[src/rtl/cart_arb_pkg.sv]
// Shared types and constants for the two-master cartridge bus arbiter.
package cart_arb_pkg;

  typedef enum logic [1:0] {
    IDLE,
    ISSUE,
    WAIT
  } state_t;

  typedef enum logic {
    DIR_RD = 1'b0,
    DIR_WR = 1'b1
  } dir_t;

  localparam int unsigned M_SPI = 0;
  localparam int unsigned M_SS  = 1;

  localparam int unsigned ADDR_W_DEF = 16;
  localparam int unsigned DATA_W_DEF = 8;

endpackage

[src/rtl/cart_arb_if.sv]
// Bus bundle between the two masters, the arbiter and cart_iface.
// slave: arbiter view; master: the masters plus cart_iface view.
interface cart_arb_if
  import cart_arb_pkg::*;
#(
  parameter int unsigned ADDR_W = ADDR_W_DEF,
  parameter int unsigned DATA_W = DATA_W_DEF
);

  logic [ADDR_W-1:0] m0_addr;
  logic              m0_rd;
  logic              m0_wr;
  logic [DATA_W-1:0] m0_wdata;
  logic [DATA_W-1:0] m0_rdata;
  logic              m0_busy;

  logic [ADDR_W-1:0] m1_addr;
  logic              m1_rd;
  logic              m1_wr;
  logic [DATA_W-1:0] m1_wdata;
  logic [DATA_W-1:0] m1_rdata;
  logic              m1_busy;

  logic [ADDR_W-1:0] c_addr;
  logic              c_rd;
  logic              c_wr;
  logic [DATA_W-1:0] c_din;
  logic [DATA_W-1:0] c_dout;
  logic              c_busy;
  logic              c_owner;

  modport slave (
    input  m0_addr, m0_rd, m0_wr, m0_wdata,
    output m0_rdata, m0_busy,
    input  m1_addr, m1_rd, m1_wr, m1_wdata,
    output m1_rdata, m1_busy,
    output c_addr, c_rd, c_wr, c_din, c_owner,
    input  c_dout, c_busy
  );

  modport master (
    output m0_addr, m0_rd, m0_wr, m0_wdata,
    input  m0_rdata, m0_busy,
    output m1_addr, m1_rd, m1_wr, m1_wdata,
    input  m1_rdata, m1_busy,
    input  c_addr, c_rd, c_wr, c_din, c_owner,
    output c_dout, c_busy
  );

endinterface

[src/rtl/cart_arb_port.sv]
// Per-master request slot: strobe capture, pending addr/wdata/dir,
// busy flag and the master's read-data register.
module cart_arb_port
  import cart_arb_pkg::*;
#(
  parameter int unsigned ADDR_W = ADDR_W_DEF,
  parameter int unsigned DATA_W = DATA_W_DEF
) (
  input  logic              clk,
  input  logic              rst_n,
  input  logic              rd,
  input  logic              wr,
  input  logic [ADDR_W-1:0] addr,
  input  logic [DATA_W-1:0] wdata,
  input  logic              done,
  input  logic              rdata_load,
  input  logic [DATA_W-1:0] rdata_in,
  output logic              pend,
  output logic [ADDR_W-1:0] pend_addr,
  output logic [DATA_W-1:0] pend_wdata,
  output dir_t              pend_dir,
  output logic [DATA_W-1:0] rdata,
  output logic              busy
);

  always_ff @(posedge clk) begin
    if (!rst_n) begin
      pend       <= 1'b0;
      pend_addr  <= '0;
      pend_wdata <= '0;
      pend_dir   <= DIR_RD;
      rdata      <= '0;
    end else begin
      // Strobes arriving while a request is held are dropped; rd wins over wr.
      if (!pend && (rd || wr)) begin
        pend       <= 1'b1;
        pend_addr  <= addr;
        pend_wdata <= wdata;
        pend_dir   <= rd ? DIR_RD : DIR_WR;
      end else if (done) begin
        pend <= 1'b0;
      end
      if (rdata_load) begin
        rdata <= rdata_in;
      end
    end
  end

  assign busy = pend;

endmodule

[src/rtl/cart_arb.sv]
// Two-master arbiter serialising spicart and startupscreen_gen onto cart_iface.
// Define CART_ARB_RR_EN for round-robin; default is fixed priority (master 0).
module cart_arb
  import cart_arb_pkg::*;
#(
  parameter int unsigned ADDR_W = ADDR_W_DEF,
  parameter int unsigned DATA_W = DATA_W_DEF
) (
  input logic       clk_8m,
  input logic       rst_n,
  cart_arb_if.slave bus
);

  logic              pend0, pend1;
  logic [ADDR_W-1:0] addr0, addr1;
  logic [DATA_W-1:0] wdata0, wdata1;
  dir_t              dir0, dir1;

  state_t            state;
  dir_t              cur_dir;
  logic              first_wait;
  logic              win;
  logic              done, done0, done1;

  always_comb begin
    win = 1'b0;
`ifdef CART_ARB_RR_EN
    if (pend0 && pend1) begin
      win = ~bus.c_owner;
    end else begin
      win = pend1;
    end
`else
    win = !pend0;
`endif
  end

  // Completion: first non-busy WAIT cycle after the one we ignore.
  assign done  = (state == WAIT) && !first_wait && !bus.c_busy;
  assign done0 = done && (bus.c_owner == 1'(M_SPI));
  assign done1 = done && (bus.c_owner == 1'(M_SS));

  always_ff @(posedge clk_8m) begin
    if (!rst_n) begin
      state       <= IDLE;
      cur_dir     <= DIR_RD;
      first_wait  <= 1'b0;
      bus.c_addr  <= '0;
      bus.c_din   <= '0;
      bus.c_rd    <= 1'b0;
      bus.c_wr    <= 1'b0;
      bus.c_owner <= 1'b0;
    end else begin
      case (state)
        IDLE: begin
          if (pend0 || pend1) begin
            bus.c_owner <= win;
            bus.c_addr  <= win ? addr1 : addr0;
            bus.c_din   <= win ? wdata1 : wdata0;
            cur_dir     <= win ? dir1 : dir0;
            bus.c_rd    <= (win ? dir1 : dir0) == DIR_RD;
            bus.c_wr    <= (win ? dir1 : dir0) == DIR_WR;
            state       <= ISSUE;
          end
        end
        ISSUE: begin
          bus.c_rd   <= 1'b0;
          bus.c_wr   <= 1'b0;
          first_wait <= 1'b1;
          state      <= WAIT;
        end
        WAIT: begin
          first_wait <= 1'b0;
          if (done) begin
            state <= IDLE;
          end
        end
        default: begin
          bus.c_rd <= 1'b0;
          bus.c_wr <= 1'b0;
          state    <= IDLE;
        end
      endcase
    end
  end

  cart_arb_port #(.ADDR_W(ADDR_W), .DATA_W(DATA_W)) u_port0 (
    .clk        (clk_8m),
    .rst_n      (rst_n),
    .rd         (bus.m0_rd),
    .wr         (bus.m0_wr),
    .addr       (bus.m0_addr),
    .wdata      (bus.m0_wdata),
    .done       (done0),
    .rdata_load (done0 && (cur_dir == DIR_RD)),
    .rdata_in   (bus.c_dout),
    .pend       (pend0),
    .pend_addr  (addr0),
    .pend_wdata (wdata0),
    .pend_dir   (dir0),
    .rdata      (bus.m0_rdata),
    .busy       (bus.m0_busy)
  );

  cart_arb_port #(.ADDR_W(ADDR_W), .DATA_W(DATA_W)) u_port1 (
    .clk        (clk_8m),
    .rst_n      (rst_n),
    .rd         (bus.m1_rd),
    .wr         (bus.m1_wr),
    .addr       (bus.m1_addr),
    .wdata      (bus.m1_wdata),
    .done       (done1),
    .rdata_load (done1 && (cur_dir == DIR_RD)),
    .rdata_in   (bus.c_dout),
    .pend       (pend1),
    .pend_addr  (addr1),
    .pend_wdata (wdata1),
    .pend_dir   (dir1),
    .rdata      (bus.m1_rdata),
    .busy       (bus.m1_busy)
  );

endmodule
[src/flat_wrapper.sv]
// flat-port wrapper written by rule: the top's interface ports become plain ports
module cart_arb_flat import cart_arb_pkg::*;
#(
  parameter int unsigned ADDR_W = ADDR_W_DEF,
  parameter int unsigned DATA_W = DATA_W_DEF
)
  (clk_8m, rst_n, bus_m0_addr, bus_m0_rd, bus_m0_wr, bus_m0_wdata, bus_m0_rdata, bus_m0_busy, bus_m1_addr, bus_m1_rd, bus_m1_wr, bus_m1_wdata, bus_m1_rdata, bus_m1_busy, bus_c_addr, bus_c_rd, bus_c_wr, bus_c_din, bus_c_owner, bus_c_dout, bus_c_busy);
  cart_arb_if #(.ADDR_W(ADDR_W), .DATA_W(DATA_W)) bus_i ();
  input logic clk_8m;
  input logic rst_n;
  input wire logic [$bits(bus_i.m0_addr)-1:0] bus_m0_addr;
  input wire logic [$bits(bus_i.m0_rd)-1:0] bus_m0_rd;
  input wire logic [$bits(bus_i.m0_wr)-1:0] bus_m0_wr;
  input wire logic [$bits(bus_i.m0_wdata)-1:0] bus_m0_wdata;
  output wire logic [$bits(bus_i.m0_rdata)-1:0] bus_m0_rdata;
  output wire logic [$bits(bus_i.m0_busy)-1:0] bus_m0_busy;
  input wire logic [$bits(bus_i.m1_addr)-1:0] bus_m1_addr;
  input wire logic [$bits(bus_i.m1_rd)-1:0] bus_m1_rd;
  input wire logic [$bits(bus_i.m1_wr)-1:0] bus_m1_wr;
  input wire logic [$bits(bus_i.m1_wdata)-1:0] bus_m1_wdata;
  output wire logic [$bits(bus_i.m1_rdata)-1:0] bus_m1_rdata;
  output wire logic [$bits(bus_i.m1_busy)-1:0] bus_m1_busy;
  output wire logic [$bits(bus_i.c_addr)-1:0] bus_c_addr;
  output wire logic [$bits(bus_i.c_rd)-1:0] bus_c_rd;
  output wire logic [$bits(bus_i.c_wr)-1:0] bus_c_wr;
  output wire logic [$bits(bus_i.c_din)-1:0] bus_c_din;
  output wire logic [$bits(bus_i.c_owner)-1:0] bus_c_owner;
  input wire logic [$bits(bus_i.c_dout)-1:0] bus_c_dout;
  input wire logic [$bits(bus_i.c_busy)-1:0] bus_c_busy;
  assign bus_i.m0_addr = bus_m0_addr;
  assign bus_i.m0_rd = bus_m0_rd;
  assign bus_i.m0_wr = bus_m0_wr;
  assign bus_i.m0_wdata = bus_m0_wdata;
  assign bus_m0_rdata = bus_i.m0_rdata;
  assign bus_m0_busy = bus_i.m0_busy;
  assign bus_i.m1_addr = bus_m1_addr;
  assign bus_i.m1_rd = bus_m1_rd;
  assign bus_i.m1_wr = bus_m1_wr;
  assign bus_i.m1_wdata = bus_m1_wdata;
  assign bus_m1_rdata = bus_i.m1_rdata;
  assign bus_m1_busy = bus_i.m1_busy;
  assign bus_c_addr = bus_i.c_addr;
  assign bus_c_rd = bus_i.c_rd;
  assign bus_c_wr = bus_i.c_wr;
  assign bus_c_din = bus_i.c_din;
  assign bus_c_owner = bus_i.c_owner;
  assign bus_i.c_dout = bus_c_dout;
  assign bus_i.c_busy = bus_c_busy;
  cart_arb #(.ADDR_W(ADDR_W), .DATA_W(DATA_W)) u_core (.clk_8m(clk_8m), .rst_n(rst_n), .bus(bus_i));
endmodule
[config.mk]
export PLATFORM = sky130hd
export DESIGN_NAME = cart_arb_flat
export DESIGN_NICKNAME = d
export VERILOG_FILES = /design/src/rtl/cart_arb_pkg.sv /design/src/rtl/cart_arb_if.sv /design/src/rtl/cart_arb_port.sv /design/src/rtl/cart_arb.sv /design/src/flat_wrapper.sv
export SDC_FILE = /design/constraint.sdc
export NUM_CORES = 1
export LEC_CHECK = 0
export CAP_MARGIN = 20
export CORE_MARGIN = 8
export CORE_UTILIZATION = 52
export CTS_CLUSTER_SIZE = 25
export DETAILED_ROUTE_END_ITERATION = 10
export PLACE_DENSITY = 0.85
export SYNTH_ARGS = -nofsm -noshare
export SYNTH_HDL_FRONTEND = slang
export SYNTH_HIERARCHICAL = 1
export SYNTH_SLANG_ARGS = --single-unit
[constraint.sdc]
create_clock -name clk_8m -period 2.6 [get_ports clk_8m]
set_input_delay 0.78 -clock clk_8m [delete_from_list [all_inputs] [get_ports clk_8m]]
set_output_delay 0.78 -clock clk_8m [all_outputs]
set_load 0.01 [all_outputs]
# Yosys cells after proc, flatten, opt, wreduce, memory -nomap -nowiden

Cells that the tools add are included.

Output and inout bits: 45
Input port bits: 63
Word-level logic and storage cells: 65
Register bits: 99

Eq/ne operators: 4
Bitwise gates (word level): 4
Multiplexer cells: 17
Reduce and logical (&&, ||, !) cells: 22

Operators with widths:

| kind                 | number |
|---|---|
| $mux W16             | 1 |
| $mux W1              | 9 |
| $logic_and A1 B1 Y1  | 8 |
| $mux W8              | 1 |
| $pmux W1 S2          | 3 |
| $pmux W2 S3          | 1 |
| $reduce_and A2 Y1    | 3 |
| $reduce_bool A2 Y1   | 3 |
| $logic_not A1 Y1     | 4 |
| $mux W2              | 2 |
| $ne A2 B1 Y1 const B | 2 |
| $not A1 Y1           | 4 |
| $logic_or A1 B1 Y1   | 3 |
| $eq A2 B1 Y1 const B | 1 |
| $eq A2 B2 Y1 const B | 1 |
| $logic_not A2 Y1     | 1 |

# Logic depth before layout (Yosys ltp)

Gate-level depths: netlist of run 1.

Depth after elaboration: 6
Mapped depth: 7
Gate-level depth less buffers: 6

# By module

Netlist of run 1, hierarchy kept.

Modules (own cells, without submodules):

| module        | instances | area an instance (um^2) | cells each | seq. area each (um^2) |
|---|---|---|---|---|
| cart_arb_port | 2         | 1332.5                  | 140        | 680.7 |
| cart_arb      | 1         | 1405.1                  | 147        | 620.6 |

# Worst setup path before layout of run 1

OpenSTA, ideal clock, no wires.

Path type: input -> register
From: in bus_c_busy
To: reg u_core.u_port1.rdata[0]
Stages on the path: 6
Buffers on the path: 1
Library setup time: 116 ps
Data required time: 2484 ps
Setup slack: 879 ps
Data arrival time: 1606 ps
Cell sequence: nor2_1 and3_1 nor2b_1 buf_2 mux2i_1 nor2_1

Longest elaborated chain between the ends: 4

RTL lines:

| item                 | line                | source |
|---|---|---|
| start, declared      | flat_wrapper.sv:29  | `input wire logic [$bits(bus_i.c_busy)-1:0] bus_c_busy;` |
| $logic_not A1 Y1     | cart_arb.sv:39      | `assign done = (state == WAIT) && !first_wait && !bus.c_busy;` |
| $logic_and A1 B1 Y1  | cart_arb.sv:39      |  |
| $logic_and A1 B1 Y1  | cart_arb.sv:41      | `assign done1 = done && (bus.c_owner == 1'(M_SS));` |
| via u_core.done1     | cart_arb.sv:23      | `logic done, done0, done1;` |
| $logic_and A1 B1 Y1  | cart_arb.sv:113     | `.rdata_load (done1 && (cur_dir == DIR_RD)),` |
| end signal, assigned | cart_arb_port.sv:44 | `rdata <= rdata_in;` |
| end, declared        | cart_arb_port.sv:22 | `output logic [DATA_W-1:0] rdata,` |

The timed path passes the listed nets, and every way through them passes these cells.
A chain may end at the register's enable or synchronous reset.

# Worst setup path after layout of run 1

From: reg u_core.u_port1.pend, in the netlist u_core/u_port1/busy
To: out bus_m1_busy

RTL lines:

| item                   | line                | source |
|---|---|---|
| start, declared        | cart_arb_port.sv:18 | `output logic pend,` |
| start signal, assigned | cart_arb_port.sv:28 | `pend <= 1'b0;` |
| start signal, assigned | cart_arb_port.sv:36 | `pend <= 1'b1;` |
| start signal, assigned | cart_arb_port.sv:41 | `pend <= 1'b0;` |
| end, declared          | flat_wrapper.sv:22  | `output wire logic [$bits(bus_i.m1_busy)-1:0] bus_m1_busy;` |

No word-level cell between the ends.

==> results list, run 1 <==
- Timing would allow up to 0.453 GHz.
- Count of vias placed by the detailed router: 3219
- Comb power frac: 24.4%
- In this run the worst path has a maximum fanout of 9.
* Starting density of the core: 53.2%
- The number of pins with negative max-slew slack in the final report came to 0.
* Library cell contributing the largest single delay on the critical path: sky130_fd_sc_hd__clkdlybuf4s50_1
- For this run, the leading register cell type out of synthesis is sky130_fd_sc_hd__dfxtp_1.
- In this run the remaining antenna-violating nets after routing total 0.
* Via count of the first global-routing pass: 3333
- Among cell families on the critical path, the largest total delay comes from buffers and inverters.
- Static leakage: 2.14 nW
* Initial antenna violation count: 0
- For met1 alone, demand over resource in global routing was 20.3%.
- Once layout is complete, the cells apart from fillers number 625.
- Worst path setup slack after routing: 393 ps
- Required @ worst endpoint: 1820 ps
* Die area: 0.0109 mm^2
* Net load switching power: 1.03 mW
* Slew of the pin with the lowest slew margin: 561 ps
* Area post-placement: 0.00516 mm^2
- The count of endpoints failing hold in the final timing report is 0.
- Counting distinct cell types in the post-synthesis netlist gives 24.
- Minimum setup slack after placement: 339 ps
* Total congestion overflow: 0
- Setup violations remaining at the end of the flow were counted as 0.
- Summed over all layers, the routed wires come to 9450 um.
* Final Total Pwr: 3.65 mW
- Met2 demand-to-capacity share in global routing: 29.9%
* Share of the core filled with cells: 70.0%
- The net count of the finished layout is 586.
- After layout, the worst path uses 84.9% of the clock period.
- DIE WIDTH: 104 um
* Ordered list of cells on the worst path: clkdlybuf4s50_1
- Between clock sinks in the finished design, the worst skew comes to 10.4 ps.
- The congestion estimate from routability-driven global placement came to 0.783.
- STA classifies the critical path endpoint as an output port.
- GR Layer Usage met3: 4.83%
- Cell area after synthesis: 0.00407 mm^2
* Longest individual stage delay on the worst path: 600 ps
- After the first detailed-routing iteration, the DRC count stood at 90.
* Warning count from the yosys run: 6
* Post-route DRC violation count: 0
* Dpl cells: 611
- DR WL/cell: 15.1 um
* Max-capacitance violation count: 0
- The multi-input combinational cells in the finished layout cover a total of 0.00186 mm^2.
- In this run switching power makes up 28.2% of total power.
- Core area: 0.00765 mm^2
* Overall die height: 104 um
* Synthesized flop and latch total: 99
* Ranking of synthesized cells by instance count: sky130_fd_sc_hd__dfxtp_1 (99), sky130_fd_sc_hd__nand2_1 (99), sky130_fd_sc_hd__mux2i_1 (90)
- Number of flops mapped to enable cells by yosys: 0
- Worst Path Class, Setup: reg -> out
* Ratio of cells with drive above 1 in the final layout: 6.31%
- Buffers inserted during post-CTS setup optimization: 0
- Fill cells in the final layout number 593.
- Run status: complete, no violations
- Setup repair after global routing missed its margin: no
- For the final routed database, the setup TNS stands at 0 ps.
* Pin count of the biggest net entering global routing: 38
- TritonCTS built the clock tree.
- Cell count after synthesis: 427
- The H-tree was split into 3 levels.
- Resize count post-CTS: 0
- Number of buffers and inverters on the critical path: 1
- The path class of the tightest hold or removal check is reg -> reg.
- Clk Tree Root Cell: sky130_fd_sc_hd__clkbuf_8
* Sequential cell area in the final layout: 0.00198 mm^2
* Clock Latency Late Sink: 350 ps
* First-pass iteration count of the detailed router: 6
- The first global-routing pass estimated 15900 um of wire.
- FFs w/ async S/R, synth: 0%
* Seq pwr share: 49.1%
- Most used routing layer in global routing: met2
- VDD sags by at most 0.000392 V.
* Number of clock buffers inserted by TritonCTS: 9
- The internal power of the cells totals 2.62 mW.
- The number of antenna diodes in the final layout is 0.
- After synthesis, the mean cell area works out to 9.53 um^2.
- The clock period could shrink to 2210 ps.
- The number of nets in the synthesized netlist is 493.
* Area added between synthesis and finish: 31.4%
* Area fraction of the dominant cell type after synthesis: 48.7%
* Proportion of power drawn by the clock network: 26.5%
* Total GRT Usage: 17.4%
- CP startpoint kind: flip-flop
- Tightest hold margin: 460 ps
- Yosys attributes the largest share of cell area to sky130_fd_sc_hd__dfxtp_1 (49%), sky130_fd_sc_hd__mux2i_1 (22%), sky130_fd_sc_hd__nand2_1 (9.1%).
- Dividing the detail-routed via count by the number of cells gives 5.15.
- Worst-case headroom to the max-slew limit: 62.6%
* Number of rows created at floorplan: 32
- Data arrives at the worst endpoint at 1430 ps.
* Number of sinks driven by the clock tree: 99
- In this run the tool buffered the top-level ports with 107 buffer cells.
- Sequential fraction of the synthesis area: 48.7%
- HPWL after detailed placement: 6650 um
- I/O pins: 108
- Dividing total power by cell area gives a power density of 682 mW/mm^2.
* Final Instance Area: 0.00535 mm^2
- Hold repair after CTS inserted 0 buffers.
* Deepest clock path buffer count: 2
* Synth area leader: sky130_fd_sc_hd__dfxtp_1
- After clock tree synthesis, the clock-pin slew on the worst setup and hold paths is 90 ps.
area by class of cell:
cell class	instances	share of cell area [%]
Clock inverter	4	0.982
Timing Repair Buffer	115	21.8
Sequential cell	99	37.1
Multi-Input combinational cell	288	34.7
Inverter	7	0.491
Tap cell	102	2.39
Clock buffer	10	2.57
flip-flops by register name, indices dropped and copies added (netlist names):
name / flops
u_core/bus.c_addr: 16
u_core/u_port0/pend_addr: 16
u_core/u_port1/pend_addr: 16
u_core/bus.c_din: 8
u_core/u_port0/pend_wdata: 8
u_core/u_port0/rdata: 8
u_core/u_port1/pend_wdata: 8
u_core/u_port1/rdata: 8
u_core/state: 2
u_core/bus.c_owner: 1
u_core/bus.c_rd: 1
u_core/bus.c_wr: 1
u_core/cur_dir: 1
u_core/first_wait: 1
u_core/u_port0/busy: 1
u_core/u_port0/pend_dir: 1
u_core/u_port1/busy: 1
u_core/u_port1/pend_dir: 1
power by group through the flow:
stage	clock network [mW]	registers [mW]	logic (mW)
floorplan	0	1.85	0.467
global placement	0	1.82	0.879
detailed placement	0	1.83	0.899
CTS	0.990	1.79	0.901
global route	1.05	1.81	0.973
finish	0.967	1.79	0.892
cell usage in the layout (no fill, tap or decap):
master	instances
sky130_fd_sc_hd__o21ba_2	2
sky130_fd_sc_hd__o21ai_0	3
sky130_fd_sc_hd__inv_1	4
sky130_fd_sc_hd__buf_4	6
sky130_fd_sc_hd__dfxtp_2	1
sky130_fd_sc_hd__and2b_1	2
sky130_fd_sc_hd__o21a_2	1
sky130_fd_sc_hd__nor3b_1	1
sky130_fd_sc_hd__nor2b_1	1
sky130_fd_sc_hd__or3b_1	1
sky130_fd_sc_hd__o221a_2	3
sky130_fd_sc_hd__inv_2	3
sky130_fd_sc_hd__nand3b_1	1
sky130_fd_sc_hd__o21a_1	1
sky130_fd_sc_hd__nand2_1	99
sky130_fd_sc_hd__mux2i_1	90
sky130_fd_sc_hd__bufinv_16	1
sky130_fd_sc_hd__dfxtp_1	98
sky130_fd_sc_hd__nor2_1	44
sky130_fd_sc_hd__a21oi_1	4
sky130_fd_sc_hd__buf_12	3
sky130_fd_sc_hd__nor3_1	3
sky130_fd_sc_hd__clkdlybuf4s50_1	106
sky130_fd_sc_hd__and3_1	1
sky130_fd_sc_hd__ha_1	3
sky130_fd_sc_hd__clkinvlp_4	3
sky130_fd_sc_hd__a211oi_1	28
sky130_fd_sc_hd__clkbuf_8	10
layer usage:
| metal | part of all wire [%] | routed length (um) | vias to the layer above |
|---|---|---|---|
| li1 | - | - | 1613 |
| met1 | 46 | 4320 | 1515 |
| met3 | 5.3 | 504 | 7 |
| met5 | 0 | 0 | - |
| met2 | 48 | 4560 | 84 |
| met4 | 0.72 | 68 | 0 |
cells by family after synthesis:
logic type,count (synthesis),synth area share [%]
and+or+nand+nor,153,14.8
DFF,99,48.7
muxes,90,22.1
AOI/OAI and AO/OA,42,7.72
buffers and inverters,40,5.72
adders and majority gates,3,0.922
worst reg2reg max path, stage by stage, from the launching register on:
cell and delay (ps):
sky130_fd_sc_hd__dfxtp_1 330, sky130_fd_sc_hd__inv_1 80, sky130_fd_sc_hd__ha_1 240, sky130_fd_sc_hd__o21a_2 440, sky130_fd_sc_hd__buf_12 250, sky130_fd_sc_hd__nor2_1 70
sky130_fd_sc_hd__a211oi_1 220
final timing paths:
kind         cells after the start                         from                     endpoint  slack, ps
min                              2  u_core/u_port1/pend_addr[3]  u_core/u_port1/pend_addr[3]        460
min reg2reg                      2  u_core/u_port1/pend_addr[3]  u_core/u_port1/pend_addr[3]        460
max                              1          u_core/u_port1/busy                  bus_m1_busy        390
max reg2reg                      6              u_core/state[0]        u_core/bus.c_addr[10]        890
No activity file was read; power rests on OpenSTA's default activity.
==> inputs of run 2 (changes only) <==
--- a/config.mk
+++ b/config.mk
@@ -7,10 +7,10 @@
 export LEC_CHECK = 0
 export CAP_MARGIN = 20
 export CORE_MARGIN = 8
-export CORE_UTILIZATION = 52
+export CORE_UTILIZATION = 48
 export CTS_CLUSTER_SIZE = 25
 export DETAILED_ROUTE_END_ITERATION = 10
-export PLACE_DENSITY = 0.85
+export PLACE_DENSITY = 0.79
 export SYNTH_ARGS = -nofsm -noshare
 export SYNTH_HDL_FRONTEND = slang
 export SYNTH_HIERARCHICAL = 1
==> constraint.sdc (replaced) <==
create_clock -name clk_8m -period 2.2 [get_ports clk_8m]
set_input_delay 0.66 -clock clk_8m [delete_from_list [all_inputs] [get_ports clk_8m]]
set_output_delay 0.66 -clock clk_8m [all_outputs]
set_load 0.01 [all_outputs]
==> results list, run 2 (same netlist as run 1, synthesis figures left out) <==
- The flow ran to the end, and the final reports show no timing, DRC or antenna violations.
- The count of standard-cell rows is 33 (+3.1%).
* Number of sinks driven by the clock tree: 99 (unchanged)
* Clock Skews: 8.64 ps (-1.79 ps)
* Post-route DRC violation count: 0 (unchanged)
- The worst hold path begins at u_core/u_port1/pend_addr[8].
* Tightest hold margin: 460 ps (-0.603 ps)
- The number of buffers between clock root and the deepest sink came to 2 (unchanged).
- First-pass iteration count of the detailed router: 4 (-2)
- GP Congestion: 0.753 (-3.9%)
* DR WL/cell: 15.2 um (+0.30%)
- The total setup violations reported at the end of the flow came to 0 (unchanged).
- Capturing element type of the critical path: output port
* I/O pins: 108 (unchanged)
* Total congestion overflow: 0 (unchanged)
- Starting density of the core: 49.5% (-3.7 points)
* Via count of the first global-routing pass: 3285 (-1.4%)
- Hold Fails Final Rpt: 0 (unchanged)
* Critical path fanouts, max: 9 (unchanged)
* Clk Tree Root Cell: sky130_fd_sc_hd__clkbuf_8
- The number of antenna violations at the first check in global routing is 0 (unchanged).
- Area post-placement: 0.00517 mm^2 (+0.27%)
- Max-capacitance violation count: 0 (unchanged)
* Cells on Worst Hold Path: 2 (unchanged)
- Slew of the pin with the lowest slew margin: 572 ps (+10.8 ps)
- The clock latency reported for the late side of the worst-skew pair was 350 ps (about the same).
- In this run the critical register-to-register path is captured at u_core/bus.c_addr[3].
- Count of vias placed by the detailed router: 3198 (-0.65%)
- Wire length after detailed routing: 9600 um (+1.6%)
- The half-perimeter wire length after detailed placement came to 6860 um (+3.0%).
- The violation count after the first detailed-route iteration came to 117 (+30%).
* Endpoint with the worst hold slack: u_core/u_port1/pend_addr[8]
* Count of H-tree levels built during CTS: 3 (unchanged)
* Overall die height: 108 um (+3.5%)
- The mean number of vias per cell came to 5.05 (-1.9%).
* Longest individual stage delay on the worst path: 600 ps (about the same)
- The worst slew slack as a fraction of its limit was 61.8% (-0.72 points).
- The global-route usage over all layers came to 16.7% (-0.64 points).
- The number of pins with negative max-slew slack in the final report was 0 (unchanged).
- Commonest non-fill, non-tap cell in the layout: sky130_fd_sc_hd__clkdlybuf4s50_1
* Leading cell types in the layout, fill and taps excluded: sky130_fd_sc_hd__clkdlybuf4s50_1 (106), sky130_fd_sc_hd__nand2_1 (99), sky130_fd_sc_hd__dfxtp_1 (98), sky130_fd_sc_hd__mux2i_1 (90), sky130_fd_sc_hd__nor2_1 (44)
- Share of the core filled with cells: 65.7% (-4.2 points)
- The power density relative to cell area was 829 mW/mm^2 (+21%).
* Final cycle utilization of the critical path: 96.6%
- Library cell contributing the largest single delay on the critical path: sky130_fd_sc_hd__clkdlybuf4s50_1
- Reg-to-reg critical path startpoint: u_core/u_port0/busy
* Number of nets in the final layout: 589 (+0.51%)
* Registers with the most flip-flops: u_core/bus.c_addr: 16 flops, u_core/u_port0/pend_addr: 16 flops, u_core/u_port1/pend_addr: 16 flops
- Area added between synthesis and finish: 32.7%
* Fmax: 0.471 GHz
* Length in cells of the worst reg-to-reg path: 5 (-1)
* Final Instance Area: 0.00540 mm^2 (+0.96%)
- Required @ worst endpoint: 1540 ps (-280 ps)
- The leakage power is 2.17 nW (+1.7%).
* Ratio of cells with drive above 1 in the final layout: 7.01% (+0.70 points)
- The clock slew seen by the registers of the worst setup and hold paths is 90 ps (about the same).
- The antenna diode count is 0 (unchanged).
- Arrival time at the worst endpoint: 1460 ps (+30 ps)
* Core area: 0.00822 mm^2 (+7.4%)
* Worst Path Class, Setup: reg -> out
- Minimum setup slack among reg-to-reg paths: 490 ps (-400 ps)
* TritonCTS clock tree: built
* Number of nets still failing antenna checks after routing: 0 (unchanged)
- Final total negative setup slack: 0 ps (unchanged)
* Number of buffers added on ports: 107 (unchanged)
- Resize count post-CTS: 0 (unchanged)
* Number of clock buffers inserted by TritonCTS: 9 (unchanged)
* Setup repair after global routing missed its margin: no
- Grouping stages by cell kind, the critical path spends the most delay in buffers and inverters.
- The number of hold-repair buffers added at the cts stage was 0 (unchanged).
- The routed design could run at a clock period as short as 2120 ps.
- The maximum vdd drop came to 0.000428 V (+9.2%).
* Ordered list of cells on the worst path: clkdlybuf4s50_1
* Buffers inserted during post-CTS setup optimization: 0 (unchanged)
* Number of buffers and inverters on the critical path: 1 (unchanged)
- The largest net degree at the start of global routing was 39 (+2.6%).
* Global-route wire length before repair: 15800 um (-0.57%)
- Die area: 0.0117 mm^2 (+7.0%)
* CP startpoint kind: flip-flop
* Path class of the lowest-slack min-delay path: reg -> reg
- The width of the die was 108 um (+3.5%).
[run 2: cell count changes in the layout (fill, tap and decap cells not counted), sizes merged]
| cell | previous run | this run |
|---|---|---|
| bufinv | 1 | 2 |
| clkinvlp | 3 | 1 |
| clkinv | 0 | 1 |
| buf | 9 | 12 |
| clkbuf | 10 | 12 |
[run 2: final cells by class]
| class | instances | area [um^2] |
|---|---|---|
| clock buffer | 12 | 155 |
| clock inverter | 4 | 72.6 |
| fill | 697 | 2820 |
| inverter | 7 | 26.3 |
| multi-input combinational | 288 | 1860 |
| sequential | 99 | 1980 |
| tap | 105 | 131 |
| timing repair buffer | 118 | 1180 |
[run 2: how the worst max path moves through the flow]
| stage | from | to | slack, ps | depth (start not counted) |
|---|---|---|---|---|
| after floorplan | bus_c_busy | u_core/u_port1/rdata[0] | 600 | 6 |
| after global placement | bus_c_busy | u_core/u_port1/rdata[1] | 140 | 7 |
| after detailed placement | bus_c_busy | u_core/u_port1/rdata[0] | 120 | 7 |
| after CTS | u_core/u_port1/busy | bus_m1_busy | 60 | 1 |
| after global routing | u_core/u_port1/busy | bus_m1_busy | 10 | 1 |
| final | u_core/u_port1/busy | bus_m1_busy | 80 | 1 |
[run 2: worst register-to-register path, cell delays in order (launching register included)]
cell	delay [ps]
sky130_fd_sc_hd__dfxtp_2	340
sky130_fd_sc_hd__buf_4	440
sky130_fd_sc_hd__o21a_2	250
sky130_fd_sc_hd__buf_4	270
sky130_fd_sc_hd__nor2_1	80
sky130_fd_sc_hd__a211oi_1	230
[run 2: per-layer routing]
metal / GRT usage (%) / part of all wire [%]
met3: 3.87 / 6.9
met2: 27.1 / 46
met1: 21.3 / 46
met5: 0 / 0
met4: 6.05 / 1.3
[run 2: power by group]
group	leakage (nW)	total [mW]	switching (mW)	internal [mW]
Combinational	1.25	1.05	0.498	0.551
Clock	0.113	1.31	0.605	0.702
Sequential	0.814	2.12	0.122	2.00
[run 2: stage by stage]
step | power (mW) | std cells | setup WS (ps)
final | 4.48 | 633 | 75.4
after global placement | 3.19 | 617 | 145
after CTS | 4.52 | 633 | 58.8
after detailed placement | 3.22 | 617 | 119
after floorplan | 2.74 | 427 | 599
after global routing | 4.70 | 633 | 9.77
==> inputs of run 3 (changes only) <==
--- a/config.mk
+++ b/config.mk
@@ -7,11 +7,10 @@
 export LEC_CHECK = 0
 export CAP_MARGIN = 20
 export CORE_MARGIN = 8
-export CORE_UTILIZATION = 48
+export CORE_UTILIZATION = 47
 export CTS_CLUSTER_SIZE = 25
 export DETAILED_ROUTE_END_ITERATION = 10
 export PLACE_DENSITY = 0.79
 export SYNTH_ARGS = -nofsm -noshare
 export SYNTH_HDL_FRONTEND = slang
-export SYNTH_HIERARCHICAL = 1
 export SYNTH_SLANG_ARGS = --single-unit
==> results list, run 3 <==
- Final setup violating endpoints: 0 (unchanged)
* Buffers inserted during post-CTS setup optimization: 0 (unchanged)
* Count of vias placed by the detailed router: 3270 (+2.3%)
- DR WL/cell: 15.0 um (-0.89%)
* Total GRT Usage: 17.1% (+0.38 points)
- Number of DRC markers in iteration 0: 122 (+4.3%)
- The sequential fraction of the synthesis area was 52.5% (+3.8 points).
- The cell sitting at the root of the clock tree is a sky130_fd_sc_hd__clkbuf_8.
- Slew of the pin with the lowest slew margin: 481 ps (-90.9 ps)
* Critical path fanouts, max: 8 (-1)
* Net load switching power: 1.38 mW (+13%)
* Deepest clock path buffer count: 2 (unchanged)
- The part of the total power dissipated in sequential elements came to 45.2% (-2.2 points).
* Arrival time at the worst endpoint: 1420 ps (-40 ps)
- Hold_buf cts: 0 (unchanged)
- The post-detailed-route DRC marker count was 0 (unchanged).
* TritonCTS clock tree: built
- Resize count post-CTS: 0 (unchanged)
- The biggest area contributor in the post-synthesis netlist is sky130_fd_sc_hd__dfxtp_1.
- The largest net degree at the start of global routing came to 45 (+15%).
* Max-capacitance violation count: 0 (unchanged)
- DIE WIDTH: 106 um (-2.3%)
- Final total negative setup slack: 0 ps (unchanged)
- Via count of the first global-routing pass: 3219 (-2.0%)
- GP Congestion: 0.777 (+3.3%)
- The maximum vdd drop came to 0.000518 V (+21%).
* Number of flops mapped to enable cells by yosys: 0 (unchanged)
- Cell count after synthesis: 429 (+0.47%)
- The final routed wirelength across all metal layers came to 9640 um (+0.36%).
* Longest individual stage delay on the worst path: 600 ps (about the same)
- PD cells: 909 mW/mm^2 (+9.7%)
* Clock Latency Late Sink: 350 ps (about the same)
* Leading cell types by total area after synthesis: sky130_fd_sc_hd__dfxtp_1 (53%), sky130_fd_sc_hd__nand2_1 (12%), sky130_fd_sc_hd__mux2i_1 (11%)
* Leading cell types in the layout, fill and taps excluded: sky130_fd_sc_hd__nand2_1 (125), sky130_fd_sc_hd__clkdlybuf4s50_1 (107), sky130_fd_sc_hd__dfxtp_1 (98), sky130_fd_sc_hd__a21oi_1 (55), sky130_fd_sc_hd__mux2i_1 (41)
* Max Transition Viols Final: 0 (unchanged)
* Worst-case headroom to the max-slew limit: 67.9% (+6.0 points)
- Static leakage: 2.04 nW (-6.3%)
* Finished Layout Cells: 641 (+1.3%)
* Filler instances: 621 (-11%)
- The portion of total power attributed to the clock network came to 28.8% (-0.4 points).
- The internal power of the cells is 3.44 mW (+5.8%).
- Number of buffers and inverters on the critical path: 1 (unchanged)
- Number of sinks driven by the clock tree: 99 (unchanged)
- The total placed cells including tap cells was 625 (+1.3%).
* Count of cell types in the netlist: 27 (+13%)
* Ordered list of cells on the worst path: clkdlybuf4s50_1
- Number of rows created at floorplan: 32 (-3.0%)
* Count of H-tree levels built during CTS: 3 (unchanged)
- The number of warnings reported in the yosys synthesis log came to 0 (-6).
- The worst setup path is launched from a flip-flop.
- The number of iterations in the first detailed-routing pass came to 4 (unchanged).
* Number of nets in the final layout: 600 (+1.9%)
* Number of buffers added on ports: 107 (unchanged)
* Die area: 0.0111 mm^2 (-4.6%)
* HPWL after detailed placement: 7130 um (+4.0%)
* Library cell contributing the largest single delay on the critical path: sky130_fd_sc_hd__clkdlybuf4s50_1
- Setup repair after global routing missed its margin: no
- The count of endpoints failing hold in the final timing report was 0 (unchanged).
- sky130_fd_sc_hd__nand2_1 is the most common cell in the netlist.
- The netlist area before placement came to 0.00377 mm^2 (-7.3%).
- Worst Path Class, Setup: reg -> out
- The starting density of the core came to 48.6% (-0.97 points).
- The async set-reset flop share out of synthesis was 0% (unchanged).
- By count the netlist is led by sky130_fd_sc_hd__nand2_1 (125), sky130_fd_sc_hd__dfxtp_1 (99), sky130_fd_sc_hd__a21oi_1 (55).
* Clock-pin slew reported for the worst setup and hold paths after clock tree synthesis: 90 ps (about the same)
- The flow ran to the end, and the final reports show no timing, DRC or antenna violations.
* Synthesized flop and latch total: 99 (unchanged)
- The count of antenna-violating nets left after detailed routing was 0 (unchanged).
* Post-Synthesis Net Count: 495 (+0.41%)
- The layout cell share with drive strength beyond 1 came to 7.79% (+0.78 points).
* Core area: 0.00777 mm^2 (-5.5%)
* Commonest non-fill, non-tap cell in the layout: sky130_fd_sc_hd__nand2_1
* I/O pins: 108 (unchanged)
- Ratio of routed vias to standard cells: 5.10 (+0.98%)
* Top delay family on crit path: buffers and inverters
- Capturing element type of the critical path: output port
- The largest registers in the layout are u_core.bus.c_addr: 16 flops, u_core.u_port0.pend_addr: 16 flops, u_core.u_port1.pend_addr: 16 flops.
- Predominant post-synthesis flop cell: sky130_fd_sc_hd__dfxtp_1
- Relative to the synthesized area, the layout overhead comes to 40.5%.
- Comb power frac: 26.0% (+2.6 points)
- Fmax: 0.480 GHz (+1.9%)
* Global-route wire length before repair: 15800 um (+0.18%)
* Area fraction of the dominant cell type after synthesis: 52.5% (+3.8 points)
* Sequential cell area in the final layout: 0.00198 mm^2 (unchanged)
* Crit path time final: 2080 ps (-40.3 ps)
- Initial antenna violation count: 0 (unchanged)
- The multi-input logic area came to 0.00167 mm^2 (-10%).
- The share of the clock period used by the worst path is 94.7% (-1.8 points).
* Path class of the lowest-slack min-delay path: reg -> reg
- Total congestion overflow: 0 (unchanged)
* Required @ worst endpoint: 1540 ps (about the same)
- The switching share of power was 28.7% (+1.3 points).
* Number of diodes: 0 (unchanged)
* Overall die height: 106 um (-2.3%)
- Clock Skews: 10.5 ps (+1.88 ps)
* Number of clock buffers inserted by TritonCTS: 9 (unchanged)
- Synth Area per Inst: 8.79 um^2 (-7.7%)
## run 3: changes by cell type after synthesis, sizes merged, moves of 2 or more
cell    delta
and2b      -2
o21bai     +2
buf       -17
inv        -2
nor2      -17
mux2i     -49
nor3       -2
nand2     +26
a21oi     +51
o221a      -2
clkbuf    +12
## run 3: cells by family (layout without fill, tap and decap cells)
logic type                 Yosys count  in the layout  synth area share [%]
AOI/OAI and AO/OA                   94             94                  15.2
adders and majority gates            3              3                 0.995
buffers and inverters               33            143                  3.52
DFF                                 99             99                  52.5
muxes                               42             42                  11.2
and+or+nand+nor                    158            158                  16.6
## run 3: cell type report
cell class              instances  share of cell area [%]
clock buffers                   9                    2.34
repair buffers                122                    23.7
inverters                       5                   0.354
well taps                     102                    2.41
clock inverters                 7                    2.31
multi-input cells             297                    31.4
flip-flops and latches         99                    37.4
## run 3: through the flow
step	hold slack, ps	setup WS (ps)	instance area (um^2)	power [mW]	utilization, %
final	455	116	5300	4.82	68.3
after global routing	473	66.7	5300	5.07	68.3
after CTS	459	100	5300	4.87	68.3
after detailed placement	446	51.3	5050	3.48	65.1
after global placement	442	113	5050	3.44	65.1
after floorplan	436	512	3770	2.84	-
## run 3: worst paths after layout
| kind | depth (start not counted) | startpoint | slack (ps) | to |
|---|---|---|---|---|
| worst min register to register | 2 | u_core.u_port1.pend_addr[8] | 450 | u_core.u_port1.pend_addr[8] |
| worst max register to register | 4 | u_core.u_port0.busy | 380 | u_core.bus.c_rd |
| worst min-delay path | 2 | u_core.u_port1.pend_addr[8] | 450 | u_core.u_port1.pend_addr[8] |
| worst max-delay path | 1 | u_core.u_port1.busy | 120 | bus_m1_busy |
## run 3: layer usage
metal,vias to the layer above,GRT usage [%],routed length [um]
met5,-,0,0
met4,0,6.63,111
met3,6,3.29,512
met1,1517,20.7,4200
met2,87,29.4,4820
li1,1660,-,-
## run 3: power by group through the flow
| stage | sequential, mW | clock [mW] | combinational [mW] |
|---|---|---|---|
| 2_1_floorplan | 2.25 | 0 | 0.593 |
| 3_3_place_gp | 2.20 | 0 | 1.24 |
| 3_5_place_dp | 2.22 | 0 | 1.27 |
| 4_1_cts | 2.18 | 1.42 | 1.27 |
| 5_1_grt | 2.21 | 1.49 | 1.37 |
| 6_report | 2.18 | 1.39 | 1.25 |
